[src/rtl/bubble_spawner_if.sv]
// bubble_spawner_if: bundle between the collision/level logic, the bubble
// motion bank and bubble_spawner.
//   master : the side that issues load/hit requests and reports slot state
//   slave  : bubble_spawner itself
interface bubble_spawner_if #(
    parameter int NUM_SLOTS = 8
);
    logic                      load;
    logic [10:0]               load_x;
    logic [10:0]               load_y;
    logic [2:0]                load_size;
    logic [NUM_SLOTS-1:0]      hit_req;
    logic [NUM_SLOTS*11-1:0]   bub_x;
    logic [NUM_SLOTS*11-1:0]   bub_y;
    logic [NUM_SLOTS*3-1:0]    bub_size;
    logic [NUM_SLOTS-1:0]      start;
    logic [10:0]               spawn_x;
    logic [10:0]               spawn_y;
    logic [2:0]                spawn_size;
    logic                      spawn_dir;
    logic [NUM_SLOTS-1:0]      kill;
    logic                      pop;
    logic [2:0]                pop_size;
    logic                      overflow;
    logic                      all_clear;

    modport master (
        output load, load_x, load_y, load_size, hit_req, bub_x, bub_y, bub_size,
        input  start, spawn_x, spawn_y, spawn_size, spawn_dir, kill, pop, pop_size,
               overflow, all_clear
    );

    modport slave (
        input  load, load_x, load_y, load_size, hit_req, bub_x, bub_y, bub_size,
        output start, spawn_x, spawn_y, spawn_size, spawn_dir, kill, pop, pop_size,
               overflow, all_clear
    );
endinterface

[src/rtl/bubble_spawner.sv]
// bubble_spawner: bubble slot manager. Tracks which motion slots are live,
// spawns the level's first bubble on load and turns each hit on a live bubble
// into a kill plus two children one size smaller (left child moving left,
// right child moving right). All outputs are registered: every output value is
// computed together with the transition into the state that presents it.
//
// Optional feature macro: BUBBLE_SPAWN_CLAMP_EN
//   defined     -> right child x clamped to X_MAX - (OBJECT_SIZE << child size)
//   not defined -> right child x unclamped (motion block's wall bounce fixes it)
module bubble_spawner #(
    parameter int NUM_SLOTS   = 8,
    parameter int OBJECT_SIZE = 8,
    parameter int X_MAX       = 639
) (
    input logic             clk,
    input logic             reset,
    bubble_spawner_if.slave bus
);
    localparam int IDX_W = $clog2(NUM_SLOTS);
    localparam logic [NUM_SLOTS-1:0] ONE = {{(NUM_SLOTS-1){1'b0}}, 1'b1};
`ifdef BUBBLE_SPAWN_CLAMP_EN
    localparam bit CLAMP_EN = 1'b1;
`else
    localparam bit CLAMP_EN = 1'b0;
`endif

    typedef enum logic [2:0] {
        IDLE    = 3'd0,
        KILL    = 3'd1,
        SPAWN_L = 3'd2,
        HOLD_L  = 3'd3,
        SPAWN_R = 3'd4,
        HOLD_R  = 3'd5,
        LOAD    = 3'd6,
        HOLD_LD = 3'd7
    } state_t;

    // Index of the lowest set bit (0 when none is set).
    function automatic logic [IDX_W-1:0] low_idx(input logic [NUM_SLOTS-1:0] v);
        logic [IDX_W-1:0] idx;
        idx = '0;
        for (int i = NUM_SLOTS - 1; i >= 0; i--) begin
            if (v[i]) begin
                idx = IDX_W'(i);
            end
        end
        return idx;
    endfunction

    state_t                 state_r, state_s;
    logic [NUM_SLOTS-1:0]   occupied_r, occupied_s;
    logic [NUM_SLOTS-1:0]   pending_r, pending_s;
    logic                   load_pend_r, load_pend_s;
    logic [10:0]            ld_x_r, ld_x_s, ld_y_r, ld_y_s;
    logic [2:0]             ld_size_r, ld_size_s;
    logic [IDX_W-1:0]       par_slot_r, par_slot_s;
    logic [10:0]            par_x_r, par_x_s, par_y_r, par_y_s;
    logic [2:0]             par_size_r, par_size_s;
    logic [NUM_SLOTS-1:0]   start_r, start_s, kill_r, kill_s;
    logic [10:0]            spawn_x_r, spawn_x_s, spawn_y_r, spawn_y_s;
    logic [2:0]             spawn_size_r, spawn_size_s, pop_size_r, pop_size_s;
    logic                   spawn_dir_r, spawn_dir_s, pop_r, pop_s;
    logic                   overflow_r, overflow_s, all_clear_r, all_clear_s;

    logic [NUM_SLOTS-1:0]   par_oh_s, occ_base_s, free_s, free_oh_s, pend_oh_s;
    logic [IDX_W-1:0]       pend_idx_s;
    logic [10:0]            pend_x_s, pend_y_s;
    logic [2:0]             pend_size_s, child_size_s;
    logic [10:0]            right_raw_s, right_lim_s, right_x_s;

    // Slot selection and child geometry; in KILL the parent slot already counts as free.
    always_comb begin
        par_oh_s             = '0;
        par_oh_s[par_slot_r] = 1'b1;
        if (state_r == KILL) begin
            occ_base_s = occupied_r & ~par_oh_s;
        end else begin
            occ_base_s = occupied_r;
        end
        free_s       = ~occ_base_s;
        free_oh_s    = free_s & (~free_s + ONE);
        pend_oh_s    = pending_r & (~pending_r + ONE);
        pend_idx_s   = low_idx(pending_r);
        pend_x_s     = bus.bub_x[int'(pend_idx_s) * 11 +: 11];
        pend_y_s     = bus.bub_y[int'(pend_idx_s) * 11 +: 11];
        pend_size_s  = bus.bub_size[int'(pend_idx_s) * 3 +: 3];
        child_size_s = par_size_r - 3'd1;
        right_raw_s  = par_x_r + (11'(OBJECT_SIZE) << child_size_s);
        right_lim_s  = 11'(X_MAX) - (11'(OBJECT_SIZE) << child_size_s);
        if (CLAMP_EN && (right_raw_s > right_lim_s)) begin
            right_x_s = right_lim_s;
        end else begin
            right_x_s = right_raw_s;
        end
    end

    // Next-state, next-output and bookkeeping for every register.
    always_comb begin
        state_s      = state_r;
        occupied_s   = occupied_r;
        pending_s    = pending_r | (bus.hit_req & occupied_r);
        load_pend_s  = load_pend_r | bus.load;
        ld_x_s       = bus.load ? bus.load_x : ld_x_r;
        ld_y_s       = bus.load ? bus.load_y : ld_y_r;
        ld_size_s    = bus.load ? bus.load_size : ld_size_r;
        par_slot_s   = par_slot_r;
        par_x_s      = par_x_r;
        par_y_s      = par_y_r;
        par_size_s   = par_size_r;
        start_s      = '0;
        kill_s       = '0;
        pop_s        = 1'b0;
        pop_size_s   = 3'd0;
        spawn_x_s    = spawn_x_r;
        spawn_y_s    = spawn_y_r;
        spawn_size_s = spawn_size_r;
        spawn_dir_s  = spawn_dir_r;
        overflow_s   = overflow_r;

        case (state_r)
            IDLE: begin
                if (load_pend_r) begin
                    // a load arriving this very cycle stays pending for next time
                    state_s      = LOAD;
                    load_pend_s  = bus.load;
                    spawn_x_s    = ld_x_r;
                    spawn_y_s    = ld_y_r;
                    spawn_size_s = ld_size_r;
                    spawn_dir_s  = 1'b1;
                    if (free_s != '0) begin
                        start_s    = free_oh_s;
                        occupied_s = occupied_r | free_oh_s;
                    end else begin
                        overflow_s = 1'b1;
                    end
                end else if (pending_r != '0) begin
                    state_s    = KILL;
                    par_slot_s = pend_idx_s;
                    par_x_s    = pend_x_s;
                    par_y_s    = pend_y_s;
                    par_size_s = pend_size_s;
                    kill_s     = pend_oh_s;
                    pop_s      = 1'b1;
                    pop_size_s = pend_size_s;
                end else begin
                    state_s = IDLE;
                end
            end
            KILL: begin
                occupied_s = occ_base_s;
                pending_s  = pending_s & ~par_oh_s;
                if (par_size_r == 3'd0) begin
                    state_s = IDLE;
                end else if (free_s != '0) begin
                    state_s      = SPAWN_L;
                    start_s      = free_oh_s;
                    occupied_s   = occ_base_s | free_oh_s;
                    spawn_x_s    = par_x_r;
                    spawn_y_s    = par_y_r;
                    spawn_size_s = child_size_s;
                    spawn_dir_s  = 1'b0;
                end else begin
                    // left child dropped; the right one has no slot either
                    state_s      = SPAWN_R;
                    overflow_s   = 1'b1;
                    spawn_x_s    = right_x_s;
                    spawn_y_s    = par_y_r;
                    spawn_size_s = child_size_s;
                    spawn_dir_s  = 1'b1;
                end
            end
            SPAWN_L: state_s = HOLD_L;
            HOLD_L: begin
                state_s      = SPAWN_R;
                spawn_x_s    = right_x_s;
                spawn_y_s    = par_y_r;
                spawn_size_s = child_size_s;
                spawn_dir_s  = 1'b1;
                if (free_s != '0) begin
                    start_s    = free_oh_s;
                    occupied_s = occupied_r | free_oh_s;
                end else begin
                    overflow_s = 1'b1;
                end
            end
            SPAWN_R: state_s = HOLD_R;
            HOLD_R:  state_s = IDLE;
            LOAD:    state_s = HOLD_LD;
            HOLD_LD: state_s = IDLE;
            default: state_s = IDLE;
        endcase

        all_clear_s = (occupied_s == '0) && (pending_s == '0) && !load_pend_s &&
                      (state_s == IDLE);
    end

    // State, bookkeeping and output registers.
    always_ff @(posedge clk or posedge reset) begin
        if (reset) begin
            state_r      <= IDLE;
            occupied_r   <= '0;
            pending_r    <= '0;
            load_pend_r  <= 1'b0;
            ld_x_r       <= 11'd0;
            ld_y_r       <= 11'd0;
            ld_size_r    <= 3'd0;
            par_slot_r   <= '0;
            par_x_r      <= 11'd0;
            par_y_r      <= 11'd0;
            par_size_r   <= 3'd0;
            start_r      <= '0;
            kill_r       <= '0;
            spawn_x_r    <= 11'd0;
            spawn_y_r    <= 11'd0;
            spawn_size_r <= 3'd0;
            spawn_dir_r  <= 1'b0;
            pop_r        <= 1'b0;
            pop_size_r   <= 3'd0;
            overflow_r   <= 1'b0;
            all_clear_r  <= 1'b1;
        end else begin
            state_r      <= state_s;
            occupied_r   <= occupied_s;
            pending_r    <= pending_s;
            load_pend_r  <= load_pend_s;
            ld_x_r       <= ld_x_s;
            ld_y_r       <= ld_y_s;
            ld_size_r    <= ld_size_s;
            par_slot_r   <= par_slot_s;
            par_x_r      <= par_x_s;
            par_y_r      <= par_y_s;
            par_size_r   <= par_size_s;
            start_r      <= start_s;
            kill_r       <= kill_s;
            spawn_x_r    <= spawn_x_s;
            spawn_y_r    <= spawn_y_s;
            spawn_size_r <= spawn_size_s;
            spawn_dir_r  <= spawn_dir_s;
            pop_r        <= pop_s;
            pop_size_r   <= pop_size_s;
            overflow_r   <= overflow_s;
            all_clear_r  <= all_clear_s;
        end
    end

    assign bus.start      = start_r;
    assign bus.kill       = kill_r;
    assign bus.spawn_x    = spawn_x_r;
    assign bus.spawn_y    = spawn_y_r;
    assign bus.spawn_size = spawn_size_r;
    assign bus.spawn_dir  = spawn_dir_r;
    assign bus.pop        = pop_r;
    assign bus.pop_size   = pop_size_r;
    assign bus.overflow   = overflow_r;
    assign bus.all_clear  = all_clear_r;
endmodule

[src/flat_wrapper.sv]
// flat-port wrapper written by rule: the top's interface ports become plain ports
module bubble_spawner_flat 
#(
    parameter int NUM_SLOTS   = 8,
    parameter int OBJECT_SIZE = 8,
    parameter int X_MAX       = 639
)
  (clk, reset, bus_load, bus_load_x, bus_load_y, bus_load_size, bus_hit_req, bus_bub_x, bus_bub_y, bus_bub_size, bus_start, bus_spawn_x, bus_spawn_y, bus_spawn_size, bus_spawn_dir, bus_kill, bus_pop, bus_pop_size, bus_overflow, bus_all_clear);
  bubble_spawner_if #(.NUM_SLOTS(NUM_SLOTS)) bus_i ();
  input logic clk;
  input logic reset;
  input wire logic [$bits(bus_i.load)-1:0] bus_load;
  input wire logic [$bits(bus_i.load_x)-1:0] bus_load_x;
  input wire logic [$bits(bus_i.load_y)-1:0] bus_load_y;
  input wire logic [$bits(bus_i.load_size)-1:0] bus_load_size;
  input wire logic [$bits(bus_i.hit_req)-1:0] bus_hit_req;
  input wire logic [$bits(bus_i.bub_x)-1:0] bus_bub_x;
  input wire logic [$bits(bus_i.bub_y)-1:0] bus_bub_y;
  input wire logic [$bits(bus_i.bub_size)-1:0] bus_bub_size;
  output wire logic [$bits(bus_i.start)-1:0] bus_start;
  output wire logic [$bits(bus_i.spawn_x)-1:0] bus_spawn_x;
  output wire logic [$bits(bus_i.spawn_y)-1:0] bus_spawn_y;
  output wire logic [$bits(bus_i.spawn_size)-1:0] bus_spawn_size;
  output wire logic [$bits(bus_i.spawn_dir)-1:0] bus_spawn_dir;
  output wire logic [$bits(bus_i.kill)-1:0] bus_kill;
  output wire logic [$bits(bus_i.pop)-1:0] bus_pop;
  output wire logic [$bits(bus_i.pop_size)-1:0] bus_pop_size;
  output wire logic [$bits(bus_i.overflow)-1:0] bus_overflow;
  output wire logic [$bits(bus_i.all_clear)-1:0] bus_all_clear;
  assign bus_i.load = bus_load;
  assign bus_i.load_x = bus_load_x;
  assign bus_i.load_y = bus_load_y;
  assign bus_i.load_size = bus_load_size;
  assign bus_i.hit_req = bus_hit_req;
  assign bus_i.bub_x = bus_bub_x;
  assign bus_i.bub_y = bus_bub_y;
  assign bus_i.bub_size = bus_bub_size;
  assign bus_start = bus_i.start;
  assign bus_spawn_x = bus_i.spawn_x;
  assign bus_spawn_y = bus_i.spawn_y;
  assign bus_spawn_size = bus_i.spawn_size;
  assign bus_spawn_dir = bus_i.spawn_dir;
  assign bus_kill = bus_i.kill;
  assign bus_pop = bus_i.pop;
  assign bus_pop_size = bus_i.pop_size;
  assign bus_overflow = bus_i.overflow;
  assign bus_all_clear = bus_i.all_clear;
  bubble_spawner #(.NUM_SLOTS(NUM_SLOTS), .OBJECT_SIZE(OBJECT_SIZE), .X_MAX(X_MAX)) u_core (.clk(clk), .reset(reset), .bus(bus_i));
endmodule
[config.mk]
export PLATFORM = sky130hd
export DESIGN_NAME = bubble_spawner_flat
export DESIGN_NICKNAME = d
export VERILOG_FILES = /design/src/rtl/bubble_spawner_if.sv /design/src/rtl/bubble_spawner.sv /design/src/flat_wrapper.sv
export SDC_FILE = /design/constraint.sdc
export NUM_CORES = 1
export LEC_CHECK = 0
export BUFFER_PORTS_ARGS = -buffer_cell sky130_fd_sc_hd__buf_4
export CAP_MARGIN = 20
export CORE_UTILIZATION = 54
export DETAILED_ROUTE_END_ITERATION = 8
export PLACE_DENSITY_LB_ADDON = 0.05
export SKIP_LAST_GASP = 1
export SLEW_MARGIN = 30
export SYNTH_ARGS = -nofsm -noshare
export SYNTH_HDL_FRONTEND = slang
export SYNTH_SLANG_ARGS = --single-unit
export TNS_END_PERCENT = 1
[constraint.sdc]
create_clock -name clk -period 10.5 [get_ports clk]
set_clock_uncertainty 0.1 [all_clocks]
set_input_delay 3.15 -clock clk [delete_from_list [all_inputs] [get_ports clk]]
set_output_delay 3.15 -clock clk [all_outputs]
set_load 0.01 [all_outputs]
# Yosys cells after proc, flatten, opt, wreduce, memory -nomap -nowiden
# Index checks and enable logic that the tools add are counted.
# totals
wordCells,127
in_bits,236
out_inout_bits,48
regBits,121
# op_classes
n_shift,4
multipliers,2
n_eq_ne,9
n_reduce_logical,16
addsub,4
n_bitwise,14
mux,55
n_lt_le_gt_ge,2
# op_table
op,count
variable part select 88 x 32 -> 11 bit,2
2-to-1 mux 8 bit,12
one-hot mux 11 bit (3 select lines),2
2-to-1 mux 11 bit,5
2-to-1 mux 3 bit,16
one-hot mux 8 bit (3 select lines),2
bitwise AND 8 bit,5
NOT 8 bit,4
variable part select 24 x 32 -> 3 bit,1
bitwise OR 8 bit,3
one-hot mux 3 bit (7 select lines),1
"adder 8 x 1 -> 8 bit, second input constant",2
zero test 8 bit,2
nonzero test 8 bit,2
2-to-1 mux 1 bit,13
"== test 3 bit, second input constant",4
adder 11 bit,1
"left shift 4 x 3 -> 11 bit, first input constant",1
zero test 3 bit,3
one-hot mux 3 bit (3 select lines),1
"multiplier 3 x 4 -> 7 bit, second input constant",1
"== test 3 x 2 -> 1 bit, second input constant",2
one-hot mux 1 bit (3 select lines),2
AND reduction 3 bit,2
14 further kinds,17

# Logic depth before layout (Yosys ltp)
# Gate-level depths: netlist of run 1.
# logic_depth
word_depth,19
depth_mapped,12
depth_no_buf,12

# Worst setup path before layout of run 1
# No wires, ideal clock.
# synth_timing
kind,input port to flip-flop
from,input port bus_load
to,register u_core.all_clear_r (netlist: u_core.bus.all_clear)
t_required_ns,10.310
setup_ns,0.090
t_arrival_ns,4.322
setup_slack_ns,5.988
path_buffers,1
path_stages,6
cell_sequence,clkbuf_1 -> nor2_1 -> or4b_1 -> nor4_1 -> nand3_1 -> nor4_2
# synth_via
elab_chain_cells,6
# synth_lines
item,line,source
start: declaration,flat_wrapper.sv:12,input wire logic [$bits(bus_i.load)-1:0] bus_load;
bitwise OR 1 bit,bubble_spawner.sv:102,load_pend_s = load_pend_r | bus.load;
2-to-1 mux 1 bit,bubble_spawner.sv:122,if (load_pend_r) begin
2-to-1 mux 1 bit (*),bubble_spawner.sv:120,case (state_r)
zero test 1 bit (*),bubble_spawner.sv:193,all_clear_s = (occupied_s == '0) && (pending_s == '0) && !load_pend_s &&
logical AND 1 bit (*) (2 in series),bubble_spawner.sv:193,
net u_core.all_clear_s,bubble_spawner.sv:63,"logic overflow_r, overflow_s, all_clear_r, all_clear_s;"
end signal: assignment,bubble_spawner.sv:242,all_clear_r <= all_clear_s;
end: declaration,bubble_spawner.sv:63,
# Mark *: on every way through the listed nets, which the timed path passes. The rest lies on a longest branch.
# A chain may end at the register's enable or synchronous reset.

# Final worst setup path of run 1
# layout_timing
from,input port bus_hit_req[6]
to,register u_core.all_clear_r (netlist: u_core.bus.all_clear)
# layout_via
elab_chain_cells,8
# layout_lines
item,line,source
start: declaration,flat_wrapper.sv:16,input wire logic [$bits(bus_i.hit_req)-1:0] bus_hit_req;
bitwise AND 8 bit (*),bubble_spawner.sv:101,pending_s = pending_r | (bus.hit_req & occupied_r);
bitwise OR 8 bit (*),bubble_spawner.sv:101,
bitwise AND 8 bit,bubble_spawner.sv:151,pending_s = pending_s & ~par_oh_s;
2-to-1 mux 8 bit (*),bubble_spawner.sv:120,
net u_core.pending_s[6],bubble_spawner.sv:52,"logic [NUM_SLOTS-1:0] pending_r, pending_s;"
zero test 8 bit (*),bubble_spawner.sv:193,
logical AND 1 bit (*) (3 in series),bubble_spawner.sv:193,
net u_core.all_clear_s,bubble_spawner.sv:63,
# Marked as above.

==> results of run 1 <==
-- area by class of cell --
cell class | count | area, sq um | area share [%]
multi-input combinational | 528 | 4020 | 39.8
inverter | 12 | 47.5 | 0.471
clock buffer | 22 | 464 | 4.60
sequential | 121 | 3030 | 30.0
clock inverter | 10 | 141 | 1.40
timing repair buffer | 290 | 2180 | 21.6
tap | 176 | 220 | 2.18
-- worst min-delay path by stage --
stage,end,slack [ns],depth (start not counted)
after CTS,u_core.bus.overflow$_DFFE_PP0P_,0.38,1
after global routing,u_core.bus.spawn_size[1]$_DFFE_PP0P_,0.40,2
after floorplan,u_core.par_x_r[0]$_DFFE_PP0P_,0.36,2
after global placement,u_core.bus.overflow$_DFFE_PP0P_,0.37,1
final,u_core.bus.spawn_x[7]$_DFFE_PP0P_,0.38,2
after detailed placement,u_core.bus.overflow$_DFFE_PP0P_,0.37,1
-- synthesized netlist by cell type, types with 2 or more instances --
cell         n
a211oi_1     4
a21o_1       4
a21oi_1     33
a31oi_1     15
and2_1       5
and3_1       7
buf_1        2
buf_2       11
clkbuf_1    35
clkbuf_8     2
dfrtp_1    120
ha_1        12
inv_1       12
mux2_2      77
mux2i_1    104
nand2_1     83
nand2b_1     5
nand3_1      5
nor2_1      44
nor2b_1     10
nor3_1       7
nor3b_1      5
nor4_1       4
nor4_2       2
o2111ai_1    2
o211ai_1     2
o21ai_0     20
o21ai_1      2
o21bai_1     5
o221ai_1    27
o22ai_1      3
o31ai_1      5
o41ai_1      3
or3_1        2
or4b_1       2
xnor2_1      6
-- state kept, by name, indices dropped and copies added (netlist names), 8 cells and up --
register	count
u_core.occupied_r	8
u_core.par_y_r	11
u_core.bus.spawn_x	11
u_core.par_x_r	11
u_core.pending_r	8
u_core.bus.spawn_y	11
u_core.bus.start	8
u_core.bus.kill	8
u_core.ld_x_r	11
u_core.ld_y_r	11
-- tightest hold or removal path, delay by kind of cell (launching register included) --
family / cells / cell delay (ns)
flip-flops: 1 / 0.34
AO/OA/AOI/OAI: 1 / 0.06
AND/OR/NAND/NOR: 1 / 0.05
-- metrics by stage --
stage               hold WS [ns]  cell area [sq um]  total power [uW]  setup WS (ns)  utilization, %
CTS                        0.383              10100              2340           6.18            76.6
floorplan                  0.356               7290              1360           4.04               -
global placement           0.368               9480              1690           5.81            71.9
finish                     0.382              10100              2340           6.18            76.6
detailed placement         0.367               9500              1730           5.74            72.0
global route               0.403              10100              2470           5.97            76.6
-- cell families after synthesis --
kind of cell | count (synthesis) | synth area share (%)
buffers and inverters | 63 | 3.81
adder cells (fa/ha/maj) | 13 | 2.34
XOR/XNOR | 7 | 0.841
AO/OA/AOI/OAI | 134 | 12.4
flip-flops | 121 | 41.6
AND/OR/NAND/NOR | 193 | 12.9
multiplexers | 181 | 26.2
-- layer usage --
metal	up-vias	track usage (%)	routed length, microns
met5	-	0	0
met4	0	19.2	1030
met3	72	6.42	1070
met2	278	57.8	11500
met1	3261	36.7	8230
li1	3114	-	-
-- power groups by stage --
stage	clock network, uW	logic (uW)	registers, uW
after CTS	600	972	763
after global placement	0	931	763
after floorplan	0	650	715
after global routing	624	1070	784
final	599	971	766
after detailed placement	0	958	768
==> results.yml, run 1 <==
worst_setup_path:
  cpMaxStageDelayCell: "or4b_1"
  endpoint: "u_core.bus.all_clear$_DFF_PP1_"
  required_ns: 10.73
  path_buf_inv: 1
  worst_r2r_endpoint: "u_core.bus.spawn_x[10]$_DFFE_PP0P_"
  path_depth: 7
  reg2reg_from: "u_core.par_size_r[0]$_DFFE_PP0P_"
  critPathCaptureType: "flip-flop"
  slowest_delay_ns: 0.53
  ff2ff_path_depth: 11
  cpLargestDelayFamily: "simple AND/OR/NAND/NOR gates"
  cp-start-kind: "primary input"
  crit_path_start: "bus_hit_req[6]"
  cp.arrival_ns: 4.55
  crit_type: "in -> reg"
  crit_path_cell_trace: "buf_4, a21oi_1, a31oi_1, or4b_1, nor4_1, nand3_1, nor4_2"
  r2r_slack_ns: 7.21
  cp_max_fo: 2
cts:
  cts_buffer_depth: 2
  cts_buffers: 17
  cts_resized: 0
  post_cts_buffers: 0
  hold_buffers: 0
  clock_latency_ns: 0.42
  cts_tree: "yes"
  path_clk_slew_ns: 0.05
  cts.sinks: 121
  htree_levels: 4
  cts_root_buf: "clkbuf_16"
placed_design:
  numPortBuffers: 283
  dpl.cell_count: 1127
  place_congestion: 0.908
  dp_hpwl_microns: 16500
power:
  ir_drop_mv: 0.147
  comb_power_share_pct: 41.6
  seqPwrFrac_pct: 32.8
  switching_share_pct: 38.1
  power_leakage_uw: 0.00530
  clock_power_share_pct: 25.7
  power_density_mw_per_mm2: 231
  intPower_uw: 1450
  power.switching_uw: 890
routing:
  drc: 0
  first_pass_iters: 5
  drtIter0Drc: 398
  drtAntennaViolNets: 0
  wl_microns: 21900
  wl_per_cell_microns: 18.9
  via_per_inst: 5.80
  dr_total_vias: 6725
global_routing:
  gr-total-overflow: 0
  grt_pass1_wl_microns: 35600
  grt_pass1_vias: 7099
  antenna_found_initial: 0
  grt_usage_pct: 32.7
  grt_max_degree: 75
yosys:
  seq_area_frac_synth_pct: 41.6
  async_reset_ff_share_pct: 100
  ys.warnings.count: 0
  synth_area_leaders: "dfrtp_1, mux2i_1, mux2_2"
  synth_seq_cells: 121
  syn_nets: 961
  synth.top_cell.area_share_pct: 41.2
  yosys.cell_types.count: 61
  synth_edf_count: 0
  yosysTopAreaCell: "dfrtp_1"
  syn_area_sq_mm: 0.00729
  synth_area_per_cell_sq_um: 10.2
  synth_flop_cell: "dfrtp_1"
  netlist_instances: 712
final_layout:
  fin_cells: 1159
  drive_gt1_share_pct: 42.4
  antenna-diode-count: 0
  final_net_count: 1219
  areaGrowthSynthToFinish_pct: 38.6
  final_cell_mix: "buf_4, dfrtp_1, mux2i_1"
  layout_commonest_cell: "buf_4"
  nFillCells: 909
floorplan:
  ios: 284
  die_x_microns: 118
  coreArea_sq_mm: 0.0132
  start_util_pct: 55.2
  die_h_microns: 118
  die_area_sq_mm: 0.0140
  floorplan.rows: 42
sta:
  rsz0062_at_grt: "no"
  setup-tns-final_ns: 0
  final_max_slew_viol_count: 0
  min_period_ns: 4.32
  period_share_pct: 41.1
  worst_slew_pin_slew_ns: 0.942
  max-slew-margin-rel_pct: 37.0
  finalSetupViolCount: 0
  finalHoldViolCount: 0
  timing.fmax_mhz: 232
min_path:
  hold_class: "reg -> reg"
  min_from: "u_core.bus.spawn_x[7]$_DFFE_PP0P_"
status:
  status: "completed"
run:
  drv_cap: 0
Note: power is estimated with default switching activity, not from simulation.
==> run 2: changes to the inputs <==
--- a/config.mk
+++ b/config.mk
@@ -7,7 +7,7 @@
 export LEC_CHECK = 0
 export BUFFER_PORTS_ARGS = -buffer_cell sky130_fd_sc_hd__buf_4
 export CAP_MARGIN = 20
-export CORE_UTILIZATION = 54
+export CORE_UTILIZATION = 45
 export DETAILED_ROUTE_END_ITERATION = 8
 export PLACE_DENSITY_LB_ADDON = 0.05
 export SKIP_LAST_GASP = 1
==> constraint.sdc (replaced) <==
create_clock -name clk -period 3.8 [get_ports clk]
set_clock_uncertainty 0.1 [all_clocks]
set_input_delay 1.14 -clock clk [delete_from_list [all_inputs] [get_ports clk]]
set_output_delay 1.14 -clock clk [all_outputs]
set_load 0.01 [all_outputs]
==> run 2 against run 1 <==
Against the previous run:
- design area is 0.27% higher
- combinational power grew to 2.7 times the previous value
- first-iteration DRC count is 36% lower
- total power grew to 2.7 times the previous value
- register-to-register slack worse by 6.6 ns
- via count is 4.1% lower
- critical path depth is 4 higher
- cell count is 3.7% higher
- routed wire length is 1.3% higher
- largest power group unchanged
==> results.yml, run 2 (synthesis gave the netlist of run 1 again) <==
min_path:
  min_from: "u_core.bus.overflow$_DFFE_PP0P_"
  hold_end: "u_core.bus.overflow$_DFFE_PP0P_"
  hold_class: "reg -> reg"
  holdPathStages: 1
worst_setup_path:
  ff2ff_path_depth: 11
  r2r_slack_ns: 0.64
  required_ns: 3.97
  cp.arrival_ns: 3.32
  reg2reg_from: "u_core.par_size_r[0]$_DFFE_PP0P_"
  critPathCaptureType: "flip-flop"
  worst_r2r_endpoint: "u_core.bus.spawn_x[10]$_DFFE_PP0P_"
  crit_type: "reg -> reg"
  cp-start-kind: "flip-flop"
  cp_max_fo: 9
placed_design:
  numPortBuffers: 283
  place_congestion: 0.863
  dpl.cell_count: 1171
  dp_hpwl_microns: 17300
final_layout:
  nFillCells: 1335
  drive_gt1_share_pct: 42.7
  final_cell_mix: "buf_4, dfrtp_1, mux2i_1"
  multi_input_area_sq_mm: 0.00402
  areaGrowthSynthToFinish_pct: 39.0
  final_net_count: 1223
  fin_cells: 1202
  regArea_sq_mm: 0.00303
  layout_commonest_cell: "buf_4"
  antenna-diode-count: 0
sta:
  timing.fmax_mhz: 317
  finalHoldViolCount: 0
  finalSetupViolCount: 0
  setup-tns-final_ns: 0
  period_share_pct: 83.1
  min_period_ns: 3.16
  worst_slew_pin_slew_ns: 0.782
  max-slew-margin-rel_pct: 47.9
  rsz0062_at_grt: "no"
  final_max_slew_viol_count: 0
  whs_ns: 0.371
power:
  comb_power_share_pct: 42.8
  seqPwrFrac_pct: 34.0
  finalPower_uw: 6200
  power_leakage_uw: 0.00529
  clock_power_share_pct: 23.2
  power_density_mw_per_mm2: 612
  ir_drop_mv: 0.406
  intPower_uw: 3800
  power.switching_uw: 2410
  switching_share_pct: 38.8
global_routing:
  grt_pass1_vias: 6835
  grt_pass1_wl_microns: 35000
  grt_use_met2_pct: 53.5
  antenna_found_initial: 0
  use_met1_pct: 29.8
  grt-busiest-layer: "met2"
  grt_use_met3_pct: 5.74
  grt_max_degree: 62
  grt_usage_pct: 27.8
  gr-total-overflow: 0
cts:
  cts_tree: "yes"
  cts_buffers: 17
  cts_root_buf: "clkbuf_16"
  clock_latency_ns: 0.41
  cts_buffer_depth: 2
  path_clk_slew_ns: 0.06
  cts_resized: 0
  htree_levels: 4
  hold_buffers: 0
  cts.sinks: 121
  post_cts_buffers: 0
routing:
  drc: 0
  wl_microns: 22100
  drtIter0Drc: 255
  via_per_inst: 5.37
  wl_per_cell_microns: 18.4
  first_pass_iters: 4
  dr_total_vias: 6450
  drtAntennaViolNets: 0
floorplan:
  ios: 284
  coreArea_sq_mm: 0.0158
  die_h_microns: 129
  start_util_pct: 46.0
  floorplan.rows: 46
  die_x_microns: 129
  die_area_sq_mm: 0.0167
run:
  drv_cap: 0
status:
  status: "completed"
-- run 2: cell count changes in the layout (fill, tap and decap cells not counted), sizes merged --
cell,change
clkinvlp,+2
inv,-2
clkbuf,-1
clkinv,+3
buf,+4
bufinv,-3
-- run 2: area by class of cell --
type                    count  share of cell area (%)
clock inverters            10                   0.716
well taps                 216                    2.67
repair buffers            294                    22.0
inverters                  12                   0.482
clock buffers              21                    4.55
multi-input cells         528                    39.6
flip-flops and latches    121                    29.9
-- run 2: layer usage --
| layer | up-vias | share of wire [%] |
|---|---|---|
| li1 | 3127 | - |
| met1 | 3086 | 38 |
| met2 | 204 | 56 |
| met3 | 33 | 4.3 |
| met4 | 0 | 2.2 |
| met5 | - | 0 |
-- run 2: metrics by stage --
stage	setup slack (ns)	util [%]	area, sq um
2_1_floorplan	1.02	-	7290
3_3_place_gp	0.823	60.6	9590
3_5_place_dp	0.686	60.6	9590
4_1_cts	0.668	64.0	10100
5_1_grt	0.283	64.0	10100
6_report	0.642	64.0	10100
-- run 2: worst max-delay path by stage --
stage | startpoint | endpoint | depth (start not counted)
floorplan | u_core.par_size_r[0]$_DFFE_PP0P_ | u_core.bus.spawn_x[10]$_DFFE_PP0P_ | 11
global placement | u_core.par_size_r[0]$_DFFE_PP0P_ | u_core.bus.spawn_x[10]$_DFFE_PP0P_ | 11
detailed placement | u_core.par_size_r[0]$_DFFE_PP0P_ | u_core.bus.spawn_x[10]$_DFFE_PP0P_ | 11
CTS | u_core.par_size_r[0]$_DFFE_PP0P_ | u_core.bus.spawn_x[10]$_DFFE_PP0P_ | 11
global route | u_core.par_size_r[0]$_DFFE_PP0P_ | u_core.bus.spawn_x[10]$_DFFE_PP0P_ | 11
finish | u_core.par_size_r[0]$_DFFE_PP0P_ | u_core.bus.spawn_x[10]$_DFFE_PP0P_ | 11
-- run 2: power by group through the flow --
stage          sequential (uW)  combinational (uW)  clock (uW)
5_1_grt                   2170                2960        1520
4_1_cts                   2110                2680        1460
6_report                  2110                2660        1440
2_1_floorplan             1970                1800           0
3_5_place_dp              2130                2660           0
3_3_place_gp              2110                2610           0
-- run 2: critical path, stage by stage, from the launching register on --
cell	delay [ns]
dfrtp_1	0.43
inv_1	0.10
ha_1	0.21
xnor2_1	0.45
and2_1	0.28
ha_1	0.25
a21o_1	0.16
a21oi_1	0.22
o21ai_0	0.16
o41ai_1	0.33
xnor2_1	0.16
o221ai_1	0.16
==> run 3: changes to the inputs <==
--- a/config.mk
+++ b/config.mk
@@ -7,7 +7,7 @@
 export LEC_CHECK = 0
 export BUFFER_PORTS_ARGS = -buffer_cell sky130_fd_sc_hd__buf_4
 export CAP_MARGIN = 20
-export CORE_UTILIZATION = 45
+export CORE_UTILIZATION = 50
 export DETAILED_ROUTE_END_ITERATION = 8
 export PLACE_DENSITY_LB_ADDON = 0.05
 export SKIP_LAST_GASP = 1
==> constraint.sdc (replaced) <==
create_clock -name clk -period 3.25 [get_ports clk]
set_clock_uncertainty 0.1 [all_clocks]
set_input_delay 0.975 -clock clk [delete_from_list [all_inputs] [get_ports clk]]
set_output_delay 0.975 -clock clk [all_outputs]
set_load 0.01 [all_outputs]
==> run 3 against run 2 <==
Against the previous run:
- sequential share of layout area decreased by 0.44 points
- first-iteration DRC count increased by 30%
- register-to-register slack got worse by 0.30 ns
- routed wire length increased by 1.4%
- die area decreased by 9.8%
- fmax increased by 8.6%
- critical path depth unchanged
- cell count decreased by 2.1%
- sequential power increased by 13%
- critical path type unchanged
- total power increased by 24%
- design area increased by 1.5%
==> results.yml, run 3 (synthesis gave the netlist of run 1 again) <==
power:
  ir_drop_mv: 0.506
  power_density_mw_per_mm2: 749
  finalPower_uw: 7700
  power_leakage_uw: 0.00539
cts:
  cts_resized: 0
  cts.sinks: 121
  hold_buffers: 0
  post_cts_buffers: 0
  clock_latency_ns: 0.41
  cts_root_buf: "clkbuf_16"
  cts_tree: "yes"
  path_clk_slew_ns: 0.06
  cts_buffers: 17
  htree_levels: 4
  cts_buffer_depth: 2
sta:
  worst_slew_pin_slew_ns: 0.733
  period_share_pct: 89.5
  setup-tns-final_ns: 0
  final_max_slew_viol_count: 0
  max-slew-margin-rel_pct: 50.9
  whs_ns: 0.382
  finalSetupViolCount: 0
  timing.fmax_mhz: 344
  finalHoldViolCount: 0
  rsz0062_at_grt: "no"
  min_period_ns: 2.91
global_routing:
  grt_max_degree: 51
  gr-total-overflow: 0
  grt_usage_pct: 31.0
  grt_pass1_wl_microns: 35700
  grt_pass1_vias: 7160
  antenna_found_initial: 0
final_layout:
  final_net_count: 1233
  nFillCells: 1065
  drive_gt1_share_pct: 43.3
  antenna-diode-count: 0
  final_cell_mix: "buf_4, dfrtp_1, mux2i_1"
  layout_commonest_cell: "buf_4"
  regArea_sq_mm: 0.00303
  areaGrowthSynthToFinish_pct: 41.1
  multi_input_area_sq_mm: 0.00401
  fin_cells: 1177
floorplan:
  start_util_pct: 51.9
  die_x_microns: 123
  coreArea_sq_mm: 0.0140
  floorplan.rows: 43
  die_h_microns: 123
  die_area_sq_mm: 0.0151
  ios: 284
routing:
  drc: 0
  first_pass_iters: 5
  drtAntennaViolNets: 0
  drtIter0Drc: 331
  dr_total_vias: 6727
  wl_microns: 22400
  wl_per_cell_microns: 19.1
  via_per_inst: 5.72
min_path:
  hold_class: "reg -> reg"
  hold_end: "u_core.bus.overflow$_DFFE_PP0P_"
  holdPathStages: 1
  min_from: "u_core.bus.overflow$_DFFE_PP0P_"
placed_design:
  numPortBuffers: 283
  dp_hpwl_microns: 17300
  dpl.cell_count: 1145
  place_congestion: 0.892
worst_setup_path:
  required_ns: 3.43
  r2r_slack_ns: 0.34
  cp-start-kind: "flip-flop"
  crit_type: "reg -> reg"
  cp_max_fo: 5
  critPathCaptureType: "flip-flop"
  reg2reg_from: "u_core.par_size_r[0]$_DFFE_PP0P_"
  ff2ff_path_depth: 11
  slowest_delay_ns: 0.42
  crit_path_cell_trace: "inv_1, ha_1, xnor2_1, and2_1, ha_1, a21o_1, a21oi_1, o21ai_0, o41ai_1, xnor2_1, o221ai_1"
  worst_r2r_endpoint: "u_core.bus.spawn_x[10]$_DFFE_PP0P_"
  cp.arrival_ns: 3.08
  cpMaxStageDelayCell: "dfrtp_1"
run:
  drv_cap: 0
status:
  status: "completed"
==> run 3: changes by cell type in the layout (fill, tap and decap cells not counted) <==
cell        delta
clkbuf_8       -1
buf_12         +2
clkinv_4       -1
clkbuf_1       -1
clkinvlp_4     -2
inv_6          +3
nand2_2        -1
bufinv_16      +4
nand2_1        +1
clkinv_2       -1
buf_4          +8
==> run 3: layout make-up <==
class | count | share of cell area (%)
inverter | 12 | 0.475
clock inverter | 13 | 1.85
multi-input combinational | 528 | 39.0
tap | 180 | 2.19
timing repair buffer | 304 | 22.7
clock buffer | 19 | 4.31
sequential | 121 | 29.5
==> run 3: worst max-delay path by stage <==
stage	from	end	slack (ns)	cells past startpoint
2_1_floorplan	u_core.par_size_r[0]$_DFFE_PP0P_	u_core.bus.spawn_x[10]$_DFFE_PP0P_	0.47	11
3_3_place_gp	u_core.par_size_r[0]$_DFFE_PP0P_	u_core.bus.spawn_x[9]$_DFFE_PP0P_	0.51	12
3_5_place_dp	u_core.par_size_r[0]$_DFFE_PP0P_	u_core.bus.spawn_x[10]$_DFFE_PP0P_	0.36	11
4_1_cts	u_core.par_size_r[0]$_DFFE_PP0P_	u_core.bus.spawn_x[10]$_DFFE_PP0P_	0.34	11
5_1_grt	u_core.par_size_r[0]$_DFFE_PP0P_	u_core.bus.spawn_x[9]$_DFFE_PP0P_	0.08	12
6_report	u_core.par_size_r[0]$_DFFE_PP0P_	u_core.bus.spawn_x[10]$_DFFE_PP0P_	0.34	11
==> run 3: through the flow <==
stage               instance area (sq um)  util [%]  setup WS, ns
floorplan                            7290         -         0.470
global placement                     9640      68.7         0.514
detailed placement                   9650      68.7         0.360
CTS                                 10300      73.2         0.337
global route                        10300      73.2        0.0753
finish                              10300      73.2         0.342
==> run 3: critical path: cells and delay by family (launching register included) <==
family                   cells  cell delay [ns]
adder cells (fa/ha/maj)      2             0.49
AND/OR/NAND/NOR              1             0.22
XOR/XNOR                     2             0.38
AO/OA/AOI/OAI                5             1.06
flip-flops                   1             0.42
buffers and inverters        1             0.11
==> run 3: metal layers <==
layer,GRT usage [%],vias to the layer above,share of wire [%]
li1,-,3147,-
met1,34.8,3264,38
met2,56.3,261,54
met3,6.23,55,5.3
met4,14.0,0,3.4
met5,0,-,0
==> run 3: power breakdown <==
group	internal (uW)	total [uW]	switching [uW]	leakage, uW
Clock	1310	2030	716	0.000309
Sequential	1970	2390	419	0.00141
Combinational	1520	3290	1770	0.00367
